[config.mk]
export PLATFORM = sky130hd
export DESIGN_NAME = pipe_hazard_ctrl
export DESIGN_NICKNAME = d
export VERILOG_FILES = /design/src/rtl/pipe_ctrl_pkg.sv /design/src/rtl/pipe_hazard_ctrl_sat_counter32.sv /design/src/rtl/pipe_hazard_ctrl.sv
export SDC_FILE = /design/constraint.sdc
export NUM_CORES = 1
export LEC_CHECK = 0
export ABC_AREA = 1
export CAP_MARGIN = 20
export CORE_UTILIZATION = 49
export CTS_CLUSTER_DIAMETER = 80
export DETAILED_ROUTE_END_ITERATION = 6
export HOLD_SLACK_MARGIN = 0.1
export PLACE_DENSITY = 0.74
export SYNTH_ARGS = -nofsm -noshare
export SYNTH_HDL_FRONTEND = slang
export SYNTH_HIERARCHICAL = 1
export SYNTH_SLANG_ARGS = --single-unit
[constraint.sdc]
create_clock -name clk -period 1.6 [get_ports clk]
set_input_delay 0.32 -clock clk [delete_from_list [all_inputs] [get_ports clk]]
set_output_delay 0.32 -clock clk [all_outputs]
set_load 0.1 [all_outputs]
[src/rtl/pipe_ctrl_pkg.sv]
// Shared types for the pipeline hazard controller.
// State encoding and the RR/EX bubble control word.
package pipe_ctrl_pkg;

  typedef enum logic [1:0] {
    RUN     = 2'd0,
    LDSTALL = 2'd1,
    FLUSH   = 2'd2,
    MEMWAIT = 2'd3
  } hz_state_t;

  localparam int CNT_W = 8;

  typedef struct packed {
    logic regwrite;
    logic memtoreg;
    logic memread;
    logic memwrite;
    logic alusrc;
    logic branch;
  } ex_ctrl_t;

  localparam ex_ctrl_t BUBBLE_CTRL = '0;

endpackage

[src/rtl/pipe_hazard_ctrl_sat_counter32.sv]
// 32-bit event counter that sticks at all-ones.
// Used for the stall and flush performance counters.
module sat_counter32 (
  input  logic        clk,
  input  logic        reset,
  input  logic        en,
  output logic [31:0] count
);

  always_ff @(posedge clk or posedge reset) begin
    if (reset) begin
      count <= '0;
    end else if (en && count != 32'hFFFF_FFFF) begin
      count <= count + 32'd1;
    end
  end

endmodule

[src/rtl/pipe_hazard_ctrl.sv]
// Hazard/sequencing control for the 6-stage pipeline.
// Load-use stalls, branch flushes, memory wait states.
module pipe_hazard_ctrl
  import pipe_ctrl_pkg::*;
#(
  parameter int unsigned LOAD_BUBBLES = 1,
  parameter int unsigned FLUSH_CYCLES = 1,
  parameter int unsigned MEM_TIMEOUT  = 255
) (
  input  logic        clk,
  input  logic        reset,
  input  logic [4:0]  idrr_rs,
  input  logic [4:0]  idrr_rt,
  input  logic        idrr_valid,
  input  logic [4:0]  rrex_rt,
  input  logic        rrex_memread,
  input  logic        ex_branch_taken,
  input  logic        exmem_memreq,
  input  logic        mem_ready,
  output logic        pc_write,
  output logic        ifid_write,
  output logic        idrr_write,
  output logic        rrex_bubble,
  output logic        ifid_flush,
  output logic        idrr_flush,
  output logic        pc_src_branch,
  output logic        pipe_freeze,
  output logic        mem_timeout,
  output logic [31:0] stall_count,
  output logic [31:0] flush_count
);

  hz_state_t          state_q, state_d;
  logic [CNT_W-1:0]   cnt_q, cnt_d;
  logic               tmo_q, tmo_d;

  logic ldhaz, memhaz, br;
  logic frozen, enter_mw, do_br, in_fl, do_ld;
  logic stall_en;

  // Hazards are masked in reset so outputs show plain RUN.
  always_comb begin
    ldhaz  = ~reset & rrex_memread & idrr_valid
           & (rrex_rt != 5'd0)
           & ((rrex_rt == idrr_rs) | (rrex_rt == idrr_rt));
    memhaz = ~reset & exmem_memreq & ~mem_ready;
    br     = ~reset & ex_branch_taken;
  end

  always_comb begin
    frozen   = (state_q == MEMWAIT) & ~mem_ready;
    enter_mw = ~frozen & memhaz;
    do_br    = ~frozen & ~memhaz & br;
    in_fl    = ~frozen & ~memhaz & ~br
             & (state_q == FLUSH);
    do_ld    = ~frozen & ~memhaz & ~br & ~in_fl
             & (ldhaz | (state_q == LDSTALL));
  end

  always_comb begin
    pc_write      = 1'b1;
    ifid_write    = 1'b1;
    idrr_write    = 1'b1;
    rrex_bubble   = 1'b0;
    ifid_flush    = 1'b0;
    idrr_flush    = 1'b0;
    pc_src_branch = 1'b0;
    pipe_freeze   = 1'b0;
    state_d       = state_q;
    cnt_d         = cnt_q;
    tmo_d         = tmo_q;
    unique case (1'b1)
      frozen: begin
        pipe_freeze = 1'b1;
        pc_write    = 1'b0;
        ifid_write  = 1'b0;
        idrr_write  = 1'b0;
        if (cnt_q <= CNT_W'(1)) tmo_d = 1'b1;
        if (cnt_q != '0) cnt_d = cnt_q - 1'b1;
      end
      enter_mw: begin
        pipe_freeze = 1'b1;
        pc_write    = 1'b0;
        ifid_write  = 1'b0;
        idrr_write  = 1'b0;
        state_d     = MEMWAIT;
        cnt_d       = CNT_W'(MEM_TIMEOUT - 1);
        if (MEM_TIMEOUT == 1) tmo_d = 1'b1;
      end
      do_br: begin
        pc_src_branch = 1'b1;
        ifid_flush    = 1'b1;
        idrr_flush    = 1'b1;
        rrex_bubble   = 1'b1;
        if (FLUSH_CYCLES > 1) begin
          state_d = FLUSH;
          cnt_d   = CNT_W'(FLUSH_CYCLES - 2);
        end else begin
          state_d = RUN;
        end
      end
      in_fl: begin
        ifid_flush  = 1'b1;
        idrr_flush  = 1'b1;
        rrex_bubble = 1'b1;
        if (cnt_q == '0) state_d = RUN;
        else cnt_d = cnt_q - 1'b1;
      end
      do_ld: begin
        pc_write    = 1'b0;
        ifid_write  = 1'b0;
        idrr_write  = 1'b0;
        rrex_bubble = 1'b1;
        if (state_q == LDSTALL) begin
          if (cnt_q == '0) state_d = RUN;
          else cnt_d = cnt_q - 1'b1;
        end else if (LOAD_BUBBLES > 1) begin
          state_d = LDSTALL;
          cnt_d   = CNT_W'(LOAD_BUBBLES - 2);
        end else begin
          state_d = RUN;
        end
      end
      default: state_d = RUN;
    endcase
  end

  always_ff @(posedge clk or posedge reset) begin
    if (reset) begin
      state_q <= RUN;
      cnt_q   <= '0;
      tmo_q   <= 1'b0;
    end else begin
      state_q <= state_d;
      cnt_q   <= cnt_d;
      tmo_q   <= tmo_d;
    end
  end

  assign mem_timeout = tmo_q;
  assign stall_en = ~pc_write | ~ifid_write
                  | ~idrr_write | pipe_freeze;

  sat_counter32 u_stall_cnt (
    .clk   (clk),
    .reset (reset),
    .en    (stall_en),
    .count (stall_count)
  );

  sat_counter32 u_flush_cnt (
    .clk   (clk),
    .reset (reset),
    .en    (ifid_flush),
    .count (flush_count)
  );

endmodule

==> impl_metrics.yaml, run 1 <==
synth:
  synth_cells: 880
  synth-seq-cells: 75
  synth_edf_count: 0
  synth_top_area_frac: 0.337
  synth_area_leaders: "dfrtp_1 34%, nand2_1 30%, nor2_1 7.3%, inv_1 5.3%, nand3_1 4.1%"
  yosys_warnings: 6
  async_flop_share: 1.00
  synth_seq_area_share: 0.337
  synth_largest_area_cell: "dfrtp_1"
  avgSynthCellArea_um2: 6.33
  synth_fp_nets: 906
  syn-cell-area_um2: 5570
  synth_cell_types: 33
  synth_ff_type: "dfrtp_1"
placed_design:
  hpwl_um: 12400
  portBuffers: 94
  globalplace.congestion: 0.933
  pre_cts_ws_ps: -713
  place_area_um2: 8430
layout:
  n_fill_cell: 638
  layout_commonest_cell: "nand2_1"
  areaGrowthSynthToFinish_pct: 64.1
  drive_above_1_share: 0.343
  diodes: 0
  finish.instance_area_um2: 9140
  num-nets-final: 1139
  layout_common_cells: "424 x nand2_1, 118 x buf_4, 98 x nor2_1, 78 x buf_12, 75 x inv_1"
clock_network:
  clockBufferDepth: 2
  cts_buffers: 9
  clk_latency_ps: 340
  cts_root_buf: "clkbuf_16"
  cts.sinks: 75
  clk_pin_slew_ps: 60
  htree_levels: 3
  cts_tree: "built"
global_routing:
  grt_pass1_vias: 6324
  grt_antenna_before_repair: 0
  grt_overflow: 0
  grt_first_pass_wirelength_um: 29900
  track_usage: 0.328
  grt_max_degree: 33
floorplanning:
  die_h_um: 109
  pin_count: 95
  fp.dieW_um: 109
  die-area_um2: 11800
  core_area_um2: 10900
  start_util: 0.509
  placementRows: 38
route:
  wl_met2_um: 9240
  highest_layer: "met4"
  drc: 3
  vias: 6745
  wirelength_um: 19400
  first_pass_iters: 7
  post_drt_wl_per_cell_um: 15.4
  vias_per_cell: 5.36
  drt-initial-drc-count: 636
  m1WireLength_um: 7450
  drtAntennaViolNets: 0
  wl_met3_um: 1950
power_and_ir_drop:
  p_leak_nw: 4.37
  power.density_nw_per_um2: 893
  ir_drop_mv: 1.39
setup_path:
  crit_path_max_fanout: 3
  end_kind: "output port"
  worstPathArrival_ps: 1710
  rrSetupSlack_ps: -350
  reg2regPathDepth: 15
  start_kind: "flip-flop"
  r2r-start: "state_q[1]"
  crit_type: "reg -> out"
  r2r_end: "u_stall_cnt/count[11]"
  crit_required_ps: 1280
sta:
  relSlewSlack: 0.764
  max_freq_mhz: 493
  worstMarginPinSlew_ps: 352
  hold_ws_ps: 210
  finalCritPeriodShare: 1.27
  fin_worst_skew_ps: 7.74
  hold_violations: 0
  rsz0062_at_grt: "true"
  maxSlewViolCount: 0
  final.setup.worst_slack_ps: -429
  setup_violations: 80
  min_period_ps: 2030
status:
  status: "complete, but fails checks"
  violations: "design-rule violations, negative setup slack"
worst_hold_path:
  hold_path_class: "in -> async"
job:
  maxCapViolCount: 0
registers in the layout (all words and copies together) (netlist names):
signal             flops
cnt_q                  8
mem_timeout            1
state_q                2
u_flush_cnt/count     32
u_stall_cnt/count     32
metal layers:
| layer | vias to the layer above | track usage |
|---|---|---|
| li1 | 3142 | - |
| met1 | 3053 | 0.411 |
| met2 | 455 | 0.544 |
| met3 | 95 | 0.0687 |
| met4 | 0 | 0.145 |
| met5 | - | 0 |
synthesized netlist by cell type, types with 2 or more instances:
cell,instances
o21ai_0,13
nor3_1,5
buf_6,4
buf_4,5
nand3b_1,5
nor2_2,12
inv_2,10
nor2_8,3
nand2_2,8
nand2_4,6
buf_8,4
nor2_4,6
nor2_1,109
dfrtp_1,75
xnor2_1,14
nand3_1,46
buf_2,2
ha_1,4
nand3_4,3
nand3b_4,2
xor2_1,12
nand4_1,4
nand2_1,439
inv_1,78
a21oi_1,3
what timing repair did:
item / in CTS / in global routing
resized for setup: 46 / 40
cloned: 7 / 1
setup buffers: 12 / 7
setup endpoints to repair: 80 / 81
hold buffers: 0 / 0
pin swaps: 19 / 23
where the power goes:
part | switching (mW) | total, mW | leakage, nW | internal [mW]
combinational | 2.19 | 3.66 | 3.31 | 1.47
clock | 0.839 | 2.09 | 0.139 | 1.25
sequential | 0.253 | 2.41 | 0.919 | 2.16
cells by family after synthesis:
logic type | after synthesis | share of synthesized area
AO/OA/AOI/OAI | 20 | 0.0211
flip-flops | 75 | 0.337
XOR/XNOR | 26 | 0.0409
buffers and inverters | 105 | 0.0885
AND/OR/NAND/NOR | 650 | 0.503
adder cells (fa/ha/maj) | 4 | 0.00899
through the flow:
stage               setup TNS, ps  total power, mW  std cells   util
finish                     -17790             8.16       1258  0.836
global route               -23210             8.48       1258  0.836
CTS                        -11980             8.06       1252  0.825
detailed placement         -49290             5.79       1217  0.771
global placement           -45020             5.72       1217  0.771
floorplan                  -22020             4.53        880      -
critical path, cell delays in order, from the launching register on:
cell	delay (ps)
dfrtp_1	420
nand3_4	130
nand2_8	70
inv_8	60
nand2_4	40
nor2_4	110
nand2_4	70
nand2_4	90
clkinvlp_4	160
buf_12	200
how the worst max path moves through the flow:
stage | from | endpoint | slack [ps] | cells past startpoint
after floorplan | state_q[0] | rrex_bubble | -780 | 4
after global routing | state_q[0] | pc_write | -480 | 9
after detailed placement | rrex_rt[1] | ifid_write | -710 | 13
after global placement | rrex_rt[4] | pc_write | -630 | 13
after CTS | state_q[1] | ifid_write | -420 | 9
final | state_q[1] | ifid_write | -430 | 9
layout make-up:
cell class              count  area [um^2]  share of cell area
multi-input cells         702         3440               0.377
clock inverters             4         50.0             0.00548
repair buffers            235         2870               0.314
well taps                 140          175              0.0192
flip-flops and latches     75         1990               0.218
inverters                  90          362              0.0396
clock buffers              12          246              0.0270
No activity file was read; power rests on OpenSTA's default activity.
==> run 2: changes to the inputs <==
- SLEW_MARGIN: unset -> 15
==> results of run 2 <==
Same layout as run 1: the final DEF is identical, and so are final timing and power.
